File: src/rtl/ili9341_panel_rx.sv
// rtl/ili9341_panel_rx.sv - ILI9341 8080 write-bus panel responder with RGB565 pixel capture
// Optional MADCTL mirroring is compiled in with ILI9341_PANEL_MADCTL_EN.
module ili9341_panel_rx #(
  parameter int WIDTH  = 320,
  parameter int HEIGHT = 240
) (
  input  logic        clk,
  input  logic        reset,
  input  logic        lcd_nreset,
  input  logic        lcd_cmd_data,
  input  logic        lcd_wr,
  input  logic [7:0]  lcd_d,
  output logic        pix_valid,
  output logic [8:0]  pix_x,
  output logic [8:0]  pix_y,
  output logic [15:0] pix_data,
  output logic        cmd_valid,
  output logic [7:0]  cmd_code,
  output logic        disp_on,
  output logic        sleep_n
);

  localparam logic [15:0] L_EC_RST = 16'(WIDTH - 1);
  localparam logic [15:0] L_EP_RST = 16'(HEIGHT - 1);
  localparam logic [15:0] L_WIDTH  = 16'(WIDTH);
  localparam logic [15:0] L_HEIGHT = 16'(HEIGHT);

  typedef enum logic [2:0] {
    ST_IDLE,
    ST_CASET,
    ST_PASET,
    ST_RAMWR,
    ST_SKIP,
    ST_MADCTL
  } state_t;

  state_t      r_state;
  state_t      w_state_next;
  logic        r_wr_q;
  logic        w_strobe;
  logic        w_cmd_strobe;
  logic        w_data_strobe;
  logic        w_clear;
  logic        w_in_bounds;
  logic [15:0] r_sc;
  logic [15:0] r_ec;
  logic [15:0] r_sp;
  logic [15:0] r_ep;
  logic [15:0] r_x;
  logic [15:0] r_y;
  logic [1:0]  r_pcnt;
  logic        r_phase;
  logic [7:0]  r_hi;
  logic [23:0] r_pbuf;
  logic [8:0]  w_px;
  logic [8:0]  w_py;

  assign w_strobe      = lcd_wr & ~r_wr_q;
  assign w_cmd_strobe  = w_strobe & lcd_nreset & ~lcd_cmd_data;
  assign w_data_strobe = w_strobe & lcd_nreset & lcd_cmd_data;
  // SWRESET shares the hardware-reset clear path.
  assign w_clear       = ~lcd_nreset | (w_cmd_strobe & (lcd_d == 8'h01));
  assign w_in_bounds   = (r_x < L_WIDTH) && (r_y < L_HEIGHT);

`ifdef ILI9341_PANEL_MADCTL_EN
  localparam logic [8:0] L_XMAX = 9'(WIDTH - 1);
  localparam logic [8:0] L_YMAX = 9'(HEIGHT - 1);
  logic [7:0] r_madctl;

  assign w_px = r_madctl[6] ? (L_XMAX - r_x[8:0]) : r_x[8:0];
  assign w_py = r_madctl[7] ? (L_YMAX - r_y[8:0]) : r_y[8:0];

  always_ff @(posedge clk or posedge reset) begin
    if (reset) begin
      r_madctl <= 8'h00;
    end else if (w_clear) begin
      r_madctl <= 8'h00;
    end else if (w_data_strobe && (r_state == ST_MADCTL)) begin
      r_madctl <= lcd_d;
    end
  end
`else
  assign w_px = r_x[8:0];
  assign w_py = r_y[8:0];
`endif

  always_ff @(posedge clk or posedge reset) begin
    if (reset) begin
      r_state <= ST_IDLE;
    end else begin
      r_state <= w_state_next;
    end
  end

  always_comb begin
    w_state_next = r_state;
    if (w_clear) begin
      w_state_next = ST_IDLE;
    end else if (w_cmd_strobe) begin
      case (lcd_d)
        8'h10, 8'h11, 8'h28, 8'h29: w_state_next = ST_IDLE;
        8'h2A:                      w_state_next = ST_CASET;
        8'h2B:                      w_state_next = ST_PASET;
        8'h2C:                      w_state_next = ST_RAMWR;
`ifdef ILI9341_PANEL_MADCTL_EN
        8'h36:                      w_state_next = ST_MADCTL;
`endif
        default:                    w_state_next = ST_SKIP;
      endcase
    end else if (w_data_strobe) begin
      case (r_state)
        ST_CASET, ST_PASET: if (r_pcnt == 2'd3) w_state_next = ST_SKIP;
        ST_MADCTL:          w_state_next = ST_SKIP;
        default:            w_state_next = r_state;
      endcase
    end
  end

  always_ff @(posedge clk or posedge reset) begin
    if (reset) begin
      r_wr_q    <= 1'b0;
      cmd_valid <= 1'b0;
      cmd_code  <= 8'h00;
    end else begin
      r_wr_q    <= lcd_wr;
      cmd_valid <= w_cmd_strobe;
      if (!lcd_nreset) begin
        cmd_code <= 8'h00;
      end else if (w_cmd_strobe) begin
        cmd_code <= lcd_d;
      end
    end
  end

  always_ff @(posedge clk or posedge reset) begin
    if (reset) begin
      pix_valid <= 1'b0;
      pix_x     <= 9'd0;
      pix_y     <= 9'd0;
      pix_data  <= 16'h0000;
      disp_on   <= 1'b0;
      sleep_n   <= 1'b0;
      r_sc      <= 16'h0000;
      r_ec      <= L_EC_RST;
      r_sp      <= 16'h0000;
      r_ep      <= L_EP_RST;
      r_x       <= 16'h0000;
      r_y       <= 16'h0000;
      r_pcnt    <= 2'd0;
      r_phase   <= 1'b0;
      r_hi      <= 8'h00;
      r_pbuf    <= 24'h000000;
    end else begin
      pix_valid <= 1'b0;
      if (w_clear) begin
        pix_x    <= 9'd0;
        pix_y    <= 9'd0;
        pix_data <= 16'h0000;
        disp_on  <= 1'b0;
        sleep_n  <= 1'b0;
        r_sc     <= 16'h0000;
        r_ec     <= L_EC_RST;
        r_sp     <= 16'h0000;
        r_ep     <= L_EP_RST;
        r_x      <= 16'h0000;
        r_y      <= 16'h0000;
        r_pcnt   <= 2'd0;
        r_phase  <= 1'b0;
        r_hi     <= 8'h00;
        r_pbuf   <= 24'h000000;
      end else if (w_cmd_strobe) begin
        r_pcnt  <= 2'd0;
        r_phase <= 1'b0;
        case (lcd_d)
          8'h10: sleep_n <= 1'b0;
          8'h11: sleep_n <= 1'b1;
          8'h28: disp_on <= 1'b0;
          8'h29: disp_on <= 1'b1;
          8'h2C: begin
            r_x <= r_sc;
            r_y <= r_sp;
          end
          default: ;
        endcase
      end else if (w_data_strobe) begin
        case (r_state)
          ST_CASET, ST_PASET: begin
            r_pcnt <= r_pcnt + 2'd1;
            r_pbuf <= {r_pbuf[15:0], lcd_d};
            // Window only commits once all four parameter bytes are in.
            if (r_pcnt == 2'd3) begin
              if (r_state == ST_CASET) begin
                r_sc <= r_pbuf[23:8];
                r_ec <= {r_pbuf[7:0], lcd_d};
              end else begin
                r_sp <= r_pbuf[23:8];
                r_ep <= {r_pbuf[7:0], lcd_d};
              end
            end
          end
          ST_RAMWR: begin
            if (!r_phase) begin
              r_hi    <= lcd_d;
              r_phase <= 1'b1;
            end else begin
              r_phase <= 1'b0;
              if (w_in_bounds) begin
                pix_valid <= 1'b1;
                pix_data  <= {r_hi, lcd_d};
                pix_x     <= w_px;
                pix_y     <= w_py;
              end
              // Off-panel pixels still consume a window position.
              if (r_x >= r_ec) begin
                r_x <= r_sc;
                r_y <= (r_y >= r_ep) ? r_sp : (r_y + 16'd1);
              end else begin
                r_x <= r_x + 16'd1;
              end
            end
          end
          default: ;
        endcase
      end
    end
  end

endmodule
File: config.mk
export PLATFORM = sky130hd
export DESIGN_NAME = ili9341_panel_rx
export DESIGN_NICKNAME = d
export VERILOG_FILES = /design/src/rtl/ili9341_panel_rx.sv
export SDC_FILE = /design/constraint.sdc
export NUM_CORES = 1
export LEC_CHECK = 0
export CORE_ASPECT_RATIO = 0.6
export CORE_MARGIN = 3
export CORE_UTILIZATION = 50
export DETAILED_ROUTE_END_ITERATION = 8
export PLACE_DENSITY_LB_ADDON = 0.08
export SLEW_MARGIN = 30
export SYNTH_ARGS = -nofsm -noshare
export SYNTH_HDL_FRONTEND = slang
export SYNTH_SLANG_ARGS = --single-unit
export TNS_END_PERCENT = 10
File: constraint.sdc
create_clock -name clk -period 13.6 [get_ports clk]
set_clock_uncertainty 0.1 [all_clocks]
set_input_delay 3.4 -clock clk [delete_from_list [all_inputs] [get_ports clk]]
set_output_delay 3.4 -clock clk [all_outputs]
set_load 0.1 [all_outputs]
After elaboration in Yosys (flattened, before gate mapping)
Index checks and enable logic that the tools add are counted.
{"block": "word_totals", "register_bits": 181, "latch_bits": 0, "ram_bits": 0, "romBits": 0, "in_bits": 13, "out_inout_bits": 46, "elab_cells": 181, "memories": 0}
{"block": "classes", "add_sub_neg": 3, "multipliers": 0, "div_mod_pow": 0, "n_lt_le_gt_ge": 4, "eq_ne": 19, "shifts": 0, "n_mux": 95, "n_bitwise": 9, "reduce_logical": 31}
{"operator": "$mux 16", "n": 45}
{"operator": "$mux 9", "n": 12}
{"operator": "$mux 24", "n": 4}
{"operator": "$mux 8", "n": 7}
{"operator": "$eq 8x6->1 const B", "n": 5}
{"operator": "$add 16x1->16 const B", "n": 2}
{"operator": "$ge 16x16->1", "n": 2}
{"operator": "$reduce_bool 3->1", "n": 7}
{"operator": "$reduce_and 5->1", "n": 4}
{"operator": "$eq 8x5->1 const B", "n": 2}
{"operator": "$lt 16x8->1 const B", "n": 1}
{"operator": "$lt 16x9->1 const B", "n": 1}
{"operator": "$reduce_bool 2->1", "n": 8}
{"operator": "$mux 1", "n": 15}
{"operator": "$mux 3", "n": 4}
{"operator": "$pmux 3 s4", "n": 1}
{"operator": "$eq 8x1->1 const B", "n": 1}
{"operator": "$mux 2", "n": 4}
{"operator": "$reduce_and 2->1", "n": 4}
{"operator": "$reduce_and 4->1", "n": 2}
{"operator": "$eq 3x2->1 const B", "n": 2}
{"operator": "$pmux 3 s2", "n": 1}
{"operator": "$reduce_and 3->1", "n": 2}
{"operator": "$and 1x1->1", "n": 5}
{"operator": "other kinds (15)", "n": 20}

Longest topological paths before layout
{"block": "depth", "word_depth": 8, "mapped_depth": 11, "ltp_nobuf": 9}

Worst setup path after synthesis
No wires, ideal clock.
{"block": "synth_timing", "path_kind": "input to register", "startpoint": "input lcd_d[4]", "endpoint": "register r_y[11]", "setup_ns": 0.082, "arrival_time_ns": 5.005, "required_ns": 13.418, "setup_slack_ns": 8.412, "cell_stages": 9, "n_path_buf": 3, "cell_sequence": "buf_2 -> nor4_2 -> o21ai_1 -> a221o_1 -> nand2b_4 -> buf_6 -> nand2b_4 -> buf_6 -> o22ai_1"}
{"block": "synth_between", "elab_chain_cells": 5, "word_cells_on_any_way": 11, "classes_between": "3 x eq/ne; 1 x mux; 2 x bitwise; 5 x reduce/logical"}
{"item": "start: declaration", "line_no": "12", "rtl": "input logic [7:0] lcd_d,"}
{"item": "$eq 8x1->1", "line_no": "62", "rtl": "assign w_clear = ~lcd_nreset | (w_cmd_strobe & (lcd_d == 8'h01));"}
{"item": "$and 1x1->1", "line_no": "62"}
{"item": "$or 1x1->1", "line_no": "62"}
{"item": "$ne 3x1->1 (no line) / $reduce_bool 3->1 (equally long branches)"}
{"item": "$reduce_and 5->1 (no line)"}
{"item": "end signal: assignment", "line_no": "181", "rtl": "r_y <= r_sp;"}
{"item": "end signal: assignment", "line_no": "216", "rtl": "r_y <= (r_y >= r_ep) ? r_sp : (r_y + 16'd1);"}
{"item": "end: declaration", "line_no": "50", "rtl": "logic [15:0] r_y;"}
Parallel ways exist; a longest one is shown, timed or not.
A chain may end at the register's enable or synchronous reset.

Final worst setup path
{"block": "layout_timing", "startpoint": "input lcd_nreset", "endpoint": "register r_y[14]"}
{"block": "layout_between", "elab_chain_cells": 6, "word_cells_on_any_way": 14, "classes_between": "1 x eq/ne; 2 x mux; 6 x bitwise; 5 x reduce/logical"}
{"item": "start: declaration", "line_no": "9", "rtl": "input logic lcd_nreset,"}
{"item": "$and 1x1->1", "line_no": "59, 60"}
{"item": "$and 1x1->1", "line_no": "59", "rtl": "assign w_cmd_strobe = w_strobe & lcd_nreset & ~lcd_cmd_data;"}
{"item": "$and 1x1->1", "line_no": "62"}
{"item": "$or 1x1->1", "line_no": "62"}
{"item": "$ne 3x1->1 (no line) / $reduce_bool 3->1 (equally long branches)"}
{"item": "$reduce_and 5->1 (no line)"}
Parallel ways exist; a longest one is shown, timed or not.

==> impl_summary.txt <==
----------------------------------------------------
[Setup path]
  Nature of the critical path endpoint ... flip-flop
  Arrival time at the worst endpoint ... 6.29 ns
  Data required time of the worst path ... ~14 ns
  Critical path launch point type ... input pin
  Critical path type ... input pin to flip-flop
  Largest fanout on the critical path ... 19

[Timing]
  Max-slew violation total from the final report ... 0
  Worst-margin pin slew ... 0.986 ns
  Ratio of final minimum period to clock period ... between 40% and 50%
  Hold Violations, Final ... 0
  Maximum clock rate ... 164 MHz
  Hold Worst Slack ... around 0.4 ns
  Time the worst path needs with I/O delays and setup ... 6.08 ns
  Headroom to the max-slew limit ... roughly a third
  Worst Slack Setup Final ... 7.52 ns
  Unrepaired setup endpoints after global routing ... false
  Sum Neg Setup Slack ... 0 ns
  Setup violation total in the final timing report ... 0

[Yosys]
  Ys async rst share ... 100%
  Synthesized-area fraction occupied by and/or/nand/nor cells ... between 15 and 20%
  Avg Cell Area, Syn ... 9.35 um2
  Most common flop cell mapped by yosys ... dfrtp_1
  Number of register bits inferred by synthesis ... approximately 180
  Synthesized netlist net count ... between 900 and 1k
  Dominant combinational cell family by area after synthesis ... compound AO/OA/AOI/OAI gates
  Fraction of synthesized cell area in xor and xnor cells ... 0.200%
  Sequential area share after synthesis ... between 50 and 60%
  Post-synthesis compound-gate area fraction ... about 18%
  Post-synthesis cell type count ... 52
  Netlist area before placement ... between 8000 and 9000 um2
  Area share of fa/ha/maj cells after synthesis ... 4.99%
  Cell count after synthesis ... 938
  Number of synthesized flops with an enable pin ... 0
  Warnings from Yosys ... 0
  Post-synthesis mux area share ... 2.51%

[Floorplanning]
  Starting Density ... between 50% and 60%
  Ports placed on the boundary ... 59
  Vertical die dimension ... approximately 110 um
  Overall die area ... around 19000 um2
  Row cnt ... 36
  Core area ... 16700 um2
  Die Wd ... ~180 um

[Placement]
  Number of buffers added on ports ... 58
  Pre-CTS WS ... 7.18 ns
  Final GP Congestion ... 0.861
  Hpwl dp ... around 16000 um

[Global route]
  Initial antenna violation count ... 0
  Total congestion overflow ... 0
  Number of global-route vias before repair ... 6486
  Global-route total usage across every layer ... 25.3%
  Maximum number of pins on one net before global-route repair ... 80
  Global-route wire length before repair ... 37500 um

[Layout]
  Area used by multi-input combinational logic ... 3810 um2
  Fraction of final layout cells sized beyond drive strength 1 ... 7.88%
  Area occupied by registers ... 4550 um2
  Layout fillers ... 1438
  Diode insertion count for antenna repair ... 0
  Area growth, synth to finish ... 15.5%
  Final-stage net count ... 1012

[Clock tree]
  H-tree levels ... 4
  Clock tree from TritonCTS ... built
  Post-CTS repair timing setup buffer count ... 0
  Clock transition at the registers of the reported paths ... 0.08 ns
  Number of buffers inserted during clock tree synthesis ... 17
  Maximum buffer depth of the clock tree ... 2
  Cell at the root of the clock tree ... clkbuf_16
  Number of resized instances in the post-cts repair step ... 0
  Hold_buf cts ... 0
  Clock network latency to the later pin of the worst-skew pair ... 0.44 ns
  Number of sinks on the clock net ... 181

[Worst hold path]
  Tightest Hold Check Type ... flip-flop to flip-flop

[Pwr]
  Worst vdd rail ir drop ... about 0.062 mV
  Power per Cell Area ... 112 nW/um2
  Leak pwr ... 0.00447 uW

[Drt]
  Post-route DRC violation count ... 0
  Antenna violation net count after detailed routing ... 0
  Number of detailed-routing iterations run before antenna repair ... 6
  Post-detailed-route via-to-cell ratio ... 5.90
  Number of DRC violations after detailed-routing iteration 0 ... roughly 750
  Average wire per cell in the routed design ... 19.4 um
  Number of vias in the routed layout ... ~7k
  Sum of routed wire length over all layers ... roughly 23000 um

[Run status]
  Outcome ... finished clean

[Run]
  # Max-Cap Violations ... 0

----------------------------------------------------
-- layer usage --
layer | GRT usage (%) | wire [um] | up-vias | share of wire [%]
li1 | - | - | 3345 | -
met1 | 43.1 | 12300 | 3473 | 52
met2 | 31.5 | 9090 | 270 | 39
met3 | 5.26 | 1830 | 18 | 7.8
met4 | 5.77 | 210 | 0 | 0.90
met5 | 0 | 0 | - | 0
-- flip-flops by register name, indices dropped and copies added, names as in the netlist --
| name | cells |
|---|---|
| cmd_valid | 1 |
| pix_data | 16 |
| r_hi | 8 |
| r_wr_q | 1 |
| r_ep | 16 |
| r_pbuf | 24 |
| r_ec | 16 |
| r_sp | 16 |
| r_phase | 1 |
| pix_valid | 1 |
| r_state | 3 |
| r_pcnt | 2 |
| pix_x | 9 |
| r_sc | 16 |
| cmd_code | 8 |
| r_x | 16 |
| pix_y | 9 |
| disp_on | 1 |
| r_y | 16 |
| sleep_n | 1 |
-- kinds of logic (layout without fill, tap and decap cells) --
| family | count (synthesis) | count (layout) |
|---|---|---|
| adder cells (fa/ha/maj) | 35 | 35 |
| AO/OA/AOI/OAI | 253 | 253 |
| XOR/XNOR | 2 | 2 |
| AND/OR/NAND/NOR | 331 | 331 |
| buffers and inverters | 114 | 153 |
| multiplexers | 22 | 22 |
| flip-flops | 181 | 181 |
-- placed cells by master (no fill, tap or decap), types with 15 or more instances in the layout --
cell,synthesis,layout
a21oi_1,98,98
a22o_1,42,42
clkbuf_16,0,17
clkdlybuf4s50_1,0,58
dfrtp_1,167,167
ha_1,35,35
inv_1,51,50
mux2i_1,22,22
nand2_1,184,182
nand3_1,27,27
nor2_1,37,35
o21ai_0,34,34
o21ai_1,16,16
o22ai_1,15,15
-- final cells by class --
type / count / area share (%)
repair buffers: 70 / 6.82
well taps: 228 / 2.82
multi-input cells: 643 / 37.6
inverters: 51 / 1.94
clock inverters: 14 / 1.54
flip-flops and latches: 181 / 44.9
clock buffers: 18 / 4.34
-- where the power goes --
| part | internal (uW) | total (uW) | switching [uW] |
|---|---|---|---|
| clock | 267 | 506 | 239 |
| sequential | 543 | 555 | 11.9 |
| combinational | 21.8 | 74.2 | 52.4 |
-- worst paths after layout --
path / endpoint / startpoint / cells after the start / slack, ns
max: r_y[14] / lcd_nreset / 6 / 7.52
min: pix_y[8] / pix_y[8] / 1 / 0.40
max reg2reg: r_y[14] / r_x[0] / 9 / 10.09
min reg2reg: pix_y[8] / pix_y[8] / 1 / 0.40
max in group asynchronous: r_pbuf[10] / reset / 4 / 8.67
min in group asynchronous: pix_data[1] / reset / 2 / 3.30
-- synthesized netlist by cell type, types with 14 or more instances --
library cell | instances | area share (%)
nand2_1 | 184 | 7.9
a21oi_1 | 98 | 5.6
a31oi_1 | 14 | 1.0
dfstp_2 | 14 | 4.2
clkbuf_1 | 51 | 2.2
dfrtp_1 | 167 | 48
ha_1 | 35 | 5.0
nand3_1 | 27 | 1.5
nor3_1 | 15 | 0.86
nand4_1 | 14 | 1.0
o22ai_1 | 15 | 1.1
o21ai_0 | 34 | 1.9
o211ai_1 | 14 | 1.2
o21ai_1 | 16 | 0.91
mux2i_1 | 22 | 2.5
inv_1 | 51 | 2.2
a22o_1 | 42 | 4.2
nor2_1 | 37 | 1.6
-- metrics by stage --
stage	cell area [um2]	util, %	cells	total power [uW]
after global routing	10100	60.6	1205	1170
final	10100	60.6	1205	1140
after CTS	10100	60.4	1204	1140
after global placement	9490	56.8	1172	637
after floorplan	8770	-	938	614
after detailed placement	9490	56.8	1172	638
-- critical path, stage by stage --
cell             delay (ns)
clkdlybuf4s50_1        0.72
o21a_1                 0.46
nand4_1                0.72
nand2b_4               0.52
nand2b_4               0.32
o22ai_1                0.12
Note: power is estimated with default switching activity, not from simulation.
